--- config.mk ---
export PLATFORM = sky130hd
export DESIGN_NAME = hazard_forward_ctrl_flat
export DESIGN_NICKNAME = d
export VERILOG_FILES = /design/src/rtl/hazard_forward_ctrl_pkg.sv /design/src/rtl/hazard_forward_ctrl_if.sv /design/src/rtl/hazard_forward_ctrl_fwd_select.sv /design/src/rtl/hazard_forward_ctrl.sv /design/src/flat_wrapper.sv
export SDC_FILE = /design/constraint.sdc
export NUM_CORES = 1
export LEC_CHECK = 0
export BUFFER_PORTS_ARGS = -buffer_cell sky130_fd_sc_hd__buf_2
export CORE_MARGIN = 3
export CORE_UTILIZATION = 50
export DETAILED_ROUTE_END_ITERATION = 10
export HOLD_SLACK_MARGIN = 0.15
export MAX_ROUTING_LAYER = met4
export PLACE_DENSITY = 0.83
export SLEW_MARGIN = 30
export SYNTH_ARGS = -nofsm -noshare
export SYNTH_HDL_FRONTEND = slang
export SYNTH_SLANG_ARGS = --single-unit
--- constraint.sdc ---
create_clock -name clk -period 5.15 [get_ports clk]
set_input_delay 1.03 -clock clk [delete_from_list [all_inputs] [get_ports clk]]
set_output_delay 1.03 -clock clk [all_outputs]
set_load 0.02 [all_outputs]
--- src/rtl/hazard_forward_ctrl_pkg.sv ---
// Shared encodings for the forwarding/hazard controller: operand-select codes and stall FSM states.
// Optional WB-stage bypass is enabled by defining FWD_WB_BYPASS_EN.
package hazard_forward_ctrl_pkg;

  localparam int DEF_REG_AW   = 5;
  localparam int DEF_MEM_LAT  = 1;
  localparam int DEF_STALL_CW = 16;

  typedef enum logic [1:0] {
    FWD_REG    = 2'b00,
    FWD_MEM_WB = 2'b01,
    FWD_EX_MEM = 2'b10,
    FWD_WB     = 2'b11
  } fwd_sel_e;

  typedef enum logic {
    ST_RUN      = 1'b0,
    ST_MEM_WAIT = 1'b1
  } stall_state_e;

endpackage

--- src/rtl/hazard_forward_ctrl_if.sv ---
// Pipeline-side bundle for hazard_forward_ctrl: register ids and write enables in, selects/enables out.
// WB_regWrite/WB_rd exist only when FWD_WB_BYPASS_EN is defined.
interface hazard_forward_ctrl_if #(
  parameter int REG_AW   = 5,
  parameter int STALL_CW = 16
);
  logic [REG_AW-1:0]   IF_ID_rs;
  logic [REG_AW-1:0]   IF_ID_rt;
  logic [REG_AW-1:0]   ID_EX_rs;
  logic [REG_AW-1:0]   ID_EX_rt;
  logic                ID_EX_memRead;
  logic                EX_MEM_regWrite;
  logic [REG_AW-1:0]   EX_MEM_rd;
  logic                EX_MEM_memRead;
  logic                MEM_WB_regWrite;
  logic [REG_AW-1:0]   MEM_WB_rd;
`ifdef FWD_WB_BYPASS_EN
  logic                WB_regWrite;
  logic [REG_AW-1:0]   WB_rd;
`endif
  logic [1:0]          ForwardA;
  logic [1:0]          ForwardB;
  logic                pc_write;
  logic                IF_ID_write;
  logic                ID_EX_bubble;
  logic                mem_stall;
  logic [STALL_CW-1:0] stall_count;

  modport master (
    output IF_ID_rs, IF_ID_rt, ID_EX_rs, ID_EX_rt, ID_EX_memRead,
           EX_MEM_regWrite, EX_MEM_rd, EX_MEM_memRead, MEM_WB_regWrite, MEM_WB_rd,
`ifdef FWD_WB_BYPASS_EN
           WB_regWrite, WB_rd,
`endif
    input  ForwardA, ForwardB, pc_write, IF_ID_write, ID_EX_bubble, mem_stall, stall_count
  );

  modport slave (
    input  IF_ID_rs, IF_ID_rt, ID_EX_rs, ID_EX_rt, ID_EX_memRead,
           EX_MEM_regWrite, EX_MEM_rd, EX_MEM_memRead, MEM_WB_regWrite, MEM_WB_rd,
`ifdef FWD_WB_BYPASS_EN
           WB_regWrite, WB_rd,
`endif
    output ForwardA, ForwardB, pc_write, IF_ID_write, ID_EX_bubble, mem_stall, stall_count
  );
endinterface

--- src/rtl/hazard_forward_ctrl_fwd_select.sv ---
// Single-operand forwarding comparator: EX/MEM > MEM/WB > WB > register file; r0 never forwards.
module fwd_select
  import hazard_forward_ctrl_pkg::*;
#(
  parameter int REG_AW = 5
) (
  input  logic [REG_AW-1:0] src_reg,
  input  logic              ex_mem_we,
  input  logic [REG_AW-1:0] ex_mem_rd,
  input  logic              mem_wb_we,
  input  logic [REG_AW-1:0] mem_wb_rd,
  input  logic              wb_we,
  input  logic [REG_AW-1:0] wb_rd,
  output fwd_sel_e          sel
);

  logic hit_ex_mem, hit_mem_wb, hit_wb;

  assign hit_ex_mem = ex_mem_we && (ex_mem_rd != '0) && (ex_mem_rd == src_reg);
  assign hit_mem_wb = mem_wb_we && (mem_wb_rd != '0) && (mem_wb_rd == src_reg);
  assign hit_wb     = wb_we     && (wb_rd     != '0) && (wb_rd     == src_reg);

  always_comb begin
    sel = FWD_REG;
    if (hit_ex_mem)      sel = FWD_EX_MEM;
    else if (hit_mem_wb) sel = FWD_MEM_WB;
    else if (hit_wb)     sel = FWD_WB;
  end

endmodule

--- src/rtl/hazard_forward_ctrl.sv ---
// Forwarding selects, load-use bubble, multi-cycle memory stall FSM and saturating stall counter.
// Defining FWD_WB_BYPASS_EN adds the WB-stage bypass source (select 11).
module hazard_forward_ctrl
  import hazard_forward_ctrl_pkg::*;
#(
  parameter int REG_AW   = DEF_REG_AW,
  parameter int MEM_LAT  = DEF_MEM_LAT,
  parameter int STALL_CW = DEF_STALL_CW
) (
  input logic                  clk,
  input logic                  reset,
  hazard_forward_ctrl_if.slave bus
);

  localparam int                CNT_W       = $clog2(MEM_LAT + 1);
  localparam logic [CNT_W-1:0]  CNT_INIT    = CNT_W'((MEM_LAT > 1) ? (MEM_LAT - 2) : 0);
  localparam logic              MULTI_CYCLE = (MEM_LAT > 1);

  logic              wb_we;
  logic [REG_AW-1:0] wb_rd;
  fwd_sel_e          fwd_a, fwd_b;

`ifdef FWD_WB_BYPASS_EN
  assign wb_we = bus.WB_regWrite;
  assign wb_rd = bus.WB_rd;
`else
  assign wb_we = 1'b0;
  assign wb_rd = '0;
`endif

  fwd_select #(.REG_AW(REG_AW)) u_fwd_a (
    .src_reg   (bus.ID_EX_rs),
    .ex_mem_we (bus.EX_MEM_regWrite),
    .ex_mem_rd (bus.EX_MEM_rd),
    .mem_wb_we (bus.MEM_WB_regWrite),
    .mem_wb_rd (bus.MEM_WB_rd),
    .wb_we     (wb_we),
    .wb_rd     (wb_rd),
    .sel       (fwd_a)
  );

  fwd_select #(.REG_AW(REG_AW)) u_fwd_b (
    .src_reg   (bus.ID_EX_rt),
    .ex_mem_we (bus.EX_MEM_regWrite),
    .ex_mem_rd (bus.EX_MEM_rd),
    .mem_wb_we (bus.MEM_WB_regWrite),
    .mem_wb_rd (bus.MEM_WB_rd),
    .wb_we     (wb_we),
    .wb_rd     (wb_rd),
    .sel       (fwd_b)
  );

  assign bus.ForwardA = fwd_a;
  assign bus.ForwardB = fwd_b;

  stall_state_e        state, state_nxt;
  logic [CNT_W-1:0]    cnt, cnt_nxt;
  logic                mem_stall;
  logic                lu, lu_bubble;
  logic [STALL_CW-1:0] stall_cnt;

  always_ff @(posedge clk or posedge reset) begin
    if (reset) begin
      state <= ST_RUN;
      cnt   <= '0;
    end else begin
      state <= state_nxt;
      cnt   <= cnt_nxt;
    end
  end

  // Gating with reset keeps the enables in their run values while reset is held.
  always_comb begin
    state_nxt = state;
    cnt_nxt   = cnt;
    mem_stall = 1'b0;
    if (!reset) begin
      unique case (state)
        ST_RUN: begin
          mem_stall = bus.EX_MEM_memRead & MULTI_CYCLE;
          if (mem_stall) begin
            state_nxt = ST_MEM_WAIT;
            cnt_nxt   = CNT_INIT;
          end
        end
        ST_MEM_WAIT: begin
          mem_stall = (cnt != '0);
          if (cnt != '0) cnt_nxt = cnt - 1'b1;
          else           state_nxt = ST_RUN;
        end
        default: state_nxt = ST_RUN;
      endcase
    end
  end

  assign lu = bus.ID_EX_memRead && (bus.ID_EX_rt != '0) &&
              ((bus.ID_EX_rt == bus.IF_ID_rs) || (bus.ID_EX_rt == bus.IF_ID_rt));

  // A freeze dominates the bubble; a pending load-use is re-evaluated once the freeze lifts.
  assign lu_bubble = lu && !mem_stall && !reset;

  assign bus.pc_write     = !(mem_stall || lu_bubble);
  assign bus.IF_ID_write  = !(mem_stall || lu_bubble);
  assign bus.ID_EX_bubble = lu_bubble;
  assign bus.mem_stall    = mem_stall;

  always_ff @(posedge clk or posedge reset) begin
    if (reset)
      stall_cnt <= '0;
    else if ((mem_stall || lu_bubble) && (stall_cnt != '1))
      stall_cnt <= stall_cnt + 1'b1;
  end

  assign bus.stall_count = stall_cnt;

endmodule
--- src/flat_wrapper.sv ---
// flat-port wrapper written by rule: the top's interface ports become plain ports
module hazard_forward_ctrl_flat import hazard_forward_ctrl_pkg::*;
#(
  parameter int REG_AW   = DEF_REG_AW,
  parameter int MEM_LAT  = DEF_MEM_LAT,
  parameter int STALL_CW = DEF_STALL_CW
)
  (clk, reset, bus_IF_ID_rs, bus_IF_ID_rt, bus_ID_EX_rs, bus_ID_EX_rt, bus_ID_EX_memRead, bus_EX_MEM_regWrite, bus_EX_MEM_rd, bus_EX_MEM_memRead, bus_MEM_WB_regWrite, bus_MEM_WB_rd, bus_ForwardA, bus_ForwardB, bus_pc_write, bus_IF_ID_write, bus_ID_EX_bubble, bus_mem_stall, bus_stall_count);
  hazard_forward_ctrl_if #(.REG_AW(REG_AW), .STALL_CW(STALL_CW)) bus_i ();
  input logic clk;
  input logic reset;
  input wire logic [$bits(bus_i.IF_ID_rs)-1:0] bus_IF_ID_rs;
  input wire logic [$bits(bus_i.IF_ID_rt)-1:0] bus_IF_ID_rt;
  input wire logic [$bits(bus_i.ID_EX_rs)-1:0] bus_ID_EX_rs;
  input wire logic [$bits(bus_i.ID_EX_rt)-1:0] bus_ID_EX_rt;
  input wire logic [$bits(bus_i.ID_EX_memRead)-1:0] bus_ID_EX_memRead;
  input wire logic [$bits(bus_i.EX_MEM_regWrite)-1:0] bus_EX_MEM_regWrite;
  input wire logic [$bits(bus_i.EX_MEM_rd)-1:0] bus_EX_MEM_rd;
  input wire logic [$bits(bus_i.EX_MEM_memRead)-1:0] bus_EX_MEM_memRead;
  input wire logic [$bits(bus_i.MEM_WB_regWrite)-1:0] bus_MEM_WB_regWrite;
  input wire logic [$bits(bus_i.MEM_WB_rd)-1:0] bus_MEM_WB_rd;
  output wire logic [$bits(bus_i.ForwardA)-1:0] bus_ForwardA;
  output wire logic [$bits(bus_i.ForwardB)-1:0] bus_ForwardB;
  output wire logic [$bits(bus_i.pc_write)-1:0] bus_pc_write;
  output wire logic [$bits(bus_i.IF_ID_write)-1:0] bus_IF_ID_write;
  output wire logic [$bits(bus_i.ID_EX_bubble)-1:0] bus_ID_EX_bubble;
  output wire logic [$bits(bus_i.mem_stall)-1:0] bus_mem_stall;
  output wire logic [$bits(bus_i.stall_count)-1:0] bus_stall_count;
  assign bus_i.IF_ID_rs = bus_IF_ID_rs;
  assign bus_i.IF_ID_rt = bus_IF_ID_rt;
  assign bus_i.ID_EX_rs = bus_ID_EX_rs;
  assign bus_i.ID_EX_rt = bus_ID_EX_rt;
  assign bus_i.ID_EX_memRead = bus_ID_EX_memRead;
  assign bus_i.EX_MEM_regWrite = bus_EX_MEM_regWrite;
  assign bus_i.EX_MEM_rd = bus_EX_MEM_rd;
  assign bus_i.EX_MEM_memRead = bus_EX_MEM_memRead;
  assign bus_i.MEM_WB_regWrite = bus_MEM_WB_regWrite;
  assign bus_i.MEM_WB_rd = bus_MEM_WB_rd;
  assign bus_ForwardA = bus_i.ForwardA;
  assign bus_ForwardB = bus_i.ForwardB;
  assign bus_pc_write = bus_i.pc_write;
  assign bus_IF_ID_write = bus_i.IF_ID_write;
  assign bus_ID_EX_bubble = bus_i.ID_EX_bubble;
  assign bus_mem_stall = bus_i.mem_stall;
  assign bus_stall_count = bus_i.stall_count;
  hazard_forward_ctrl #(.REG_AW(REG_AW), .MEM_LAT(MEM_LAT), .STALL_CW(STALL_CW)) u_core (.clk(clk), .reset(reset), .bus(bus_i));
endmodule
==> impl_metrics.toml <==
[status]
outcome = "complete, no violations"

[floorplan]
initial_utilization = 0.549
die_width_um = 56.5
floorplan.rows = 17
die_height_um = 56.5
core_um2 = 2320
design.portCount = 60
die_area_um2 = 3190

[synth]
register_area_share_after_synthesis = 0.314
synth_top_cells_by_area = "dfrtp_1 31%, xnor2_1 20%, xor2_1 9.6%"
synthesis.instances = 136
yosys.area.top_type_share = 0.314
syn_nets = 173
netlist_area_before_placement_um2 = 1270
yosys.area.top_type = "dfrtp_1"
ys_ff_latch = 16
ys_types = 30
yosysWarningCount = 0
synth_area_per_cell_um2 = 9.37

[timing]
period_needed_ns = 3.55
unrepaired_setup_endpoints_after_global_routing = "false"
tightest_slew_ns = 0.692
finClkSkew_ns = 0.00578
final_min_period_over_clock_period = 0.690
worst_slew_margin_rel = 0.539
report.final.slew_viol_count = 0
finalSetupViolCount = 0
timing_hold_violations_final = 0
hold-worst-slack_ns = 0.500
tns_ns = 0
fmaxAchievable_mhz = 281

[global_routing]
first_global_vias = 1138
grt_overflow_total = 0
largest_net_degree_at_the_start_of_global_routing = 18
number_of_antenna_violations_at_the_first_check_in_global_routing = 0
gr-usage-all-layers = 0.192
global_route_wire_length_before_repair_um = 4840

[cells_and_area]
layout-drive-gt1-share = 0.371
n_fill_cell = 189
sequential_cell_area_um2 = 400
area_growth_pct = 21.9
most_common_library_cell_in_the_layout_ignoring_fill_and_taps = "buf_2"
finish.cell_count_without_fillers = 214
layout.cells.most_common_list = "57 x buf_2, 29 x xnor2_1, 16 x dfrtp_1"
fin_nets = 224
largest_reg_flops = 16
multi_input_comb_area_um2 = 781
finish.utilization = 0.670
num_antenna_cells = 0

[placement]
port-buffer-count = 57
dp_cells = 210
hpwl_um = 2400
globalplace.congestion = 0.798

[clock_tree]
cts_buffer_depth = 2
clock_sink_count = 16
postCtsHoldBufs = 0
cts-buffers-inserted = 3
post_cts_resize_count = 0
clkLatencyLatePin_ns = 0.29
cts.repair_timing.setup_buffer_count = 0
clock_transition_at_path_regs_ns = 0.09
tritoncts = "done"
clock_tree.htree_level_count = 1
cts-root-buf = "clkbuf_4"

[hold_path]
worst_hold_startpoint = "u_core.bus.stall_count[13]"
timing.hold.worst_path_depth = 1
worst_case_hold_path_end_point = "u_core.bus.stall_count[13]"
hp-class = "reg2reg"

[worst_setup_path]
cp_data_arrival_time_ns = 2.52
crit_required_ns = 4.12
crit_type = "in2out"
r2r-end = "u_core.bus.stall_count[1]"
startpoint_type = "input port"
worst_r2r_path_depth = 6
critical_path_peak_fanout = 17
crit-reg2reg-launch = "u_core.bus.stall_count[0]"
timing.critical_path.to_type = "output pin"
r2r_slack_ns = 3.31

[route]
detail-route-antenna-nets = 0
wirelength_met1_um = 1120
dr.pass1.iters = 4
detailroute.via_count = 1161
topRoutingLayerUsed = "met4"
met3_length_um = 198
wl_met2_um = 1480
routed_wl_um = 2840
drt_iter0_drc = 29
detail_route.wl_per_cell_um = 13.3
post_drt_via_cell_ratio = 5.43
drt_drc_violations_left = 0

[pwr]
power.ir.vdd_worst_v = 0.000124
power_leakage_nw = 0.737
power-per-cell-area_nw_per_um2 = 206

[flow_run]
maxCapViolCount = 0
==> through the flow <==
step | power [W] | cell area [um2] | worst slack [ns]
4_1_cts | 0.000323 | 1550 | 1.60
2_1_floorplan | 0.000208 | 1270 | 1.57
5_1_grt | 0.000336 | 1550 | 1.45
3_3_place_gp | 0.000236 | 1520 | 1.65
6_report | 0.000321 | 1550 | 1.60
3_5_place_dp | 0.000241 | 1520 | 1.60
==> synthesized netlist by cell type (all sizes together) <==
| library cell | instances |
|---|---|
| xnor2 | 29 |
| dfrtp | 16 |
| xor2 | 14 |
| nand3 | 13 |
| buf | 11 |
| nand4 | 9 |
| nor4 | 6 |
| nand2 | 5 |
| nor2 | 5 |
| or4 | 5 |
| inv | 4 |
| and3 | 3 |
| and2 | 2 |
| mux2 | 2 |
| o21ai | 2 |
| a21oi | 1 |
| a31oi | 1 |
| conb | 1 |
| ha | 1 |
| nand2b | 1 |
| nand3b | 1 |
| nor2b | 1 |
| nor4b | 1 |
| o211ai | 1 |
| o22ai | 1 |
==> report_power, final <==
part           internal, W  total [W]  leakage [nW]  switching, W
clock network    0.0000430  0.0000834        0.0210     0.0000403
registers         0.000134   0.000145         0.221     0.0000103
logic            0.0000413  0.0000926         0.495     0.0000514
total             0.000219   0.000321         0.737      0.000102
==> how the worst max path moves through the flow <==
stage	from	to	slack, ns	depth (start not counted)
after floorplan	bus_EX_MEM_rd[0]	bus_ForwardA[0]	1.57	4
after global placement	bus_EX_MEM_rd[0]	bus_ForwardB[0]	1.65	6
after detailed placement	bus_ID_EX_rt[0]	bus_ID_EX_bubble	1.60	7
after CTS	bus_ID_EX_rt[0]	bus_ID_EX_bubble	1.60	7
after global routing	bus_ID_EX_rt[0]	bus_ID_EX_bubble	1.45	7
final	bus_ID_EX_rt[0]	bus_ID_EX_bubble	1.60	7
==> logic make-up after synthesis <==
| family | share of synthesized area |
|---|---|
| and+or+nand+nor | 0.244 |
| xor gates and xnor gates | 0.296 |
| DFF | 0.314 |
| buffers and inverters | 0.0727 |
| AOI/OAI and AO/OA | 0.0432 |
| muxes | 0.0177 |
| adders and majority gates | 0.00982 |
| other | 0.00294 |
==> final cells by class <==
class,instances,area share
Multi-Input combinational cell,105,0.503
Sequential cell,16,0.258
Timing Repair Buffer,57,0.184
Clock buffer,4,0.0234
Tap cell,28,0.0226
Inverter,4,0.00967
==> layer usage <==
layer	GRT usage	vias up
li1	-	568
met1	0.217	534
met2	0.350	54
met3	0.0184	5
met4	0.0610	0
met5	-	-
==> worst max-delay path: stages <==
cell	delay, ns
buf_2	0.16
xnor2_1	0.18
nand3_1	0.11
o22ai_2	0.60
nand2b_1	0.20
inv_1	0.09
buf_2	0.16
Note: power is estimated with default switching activity, not from simulation.
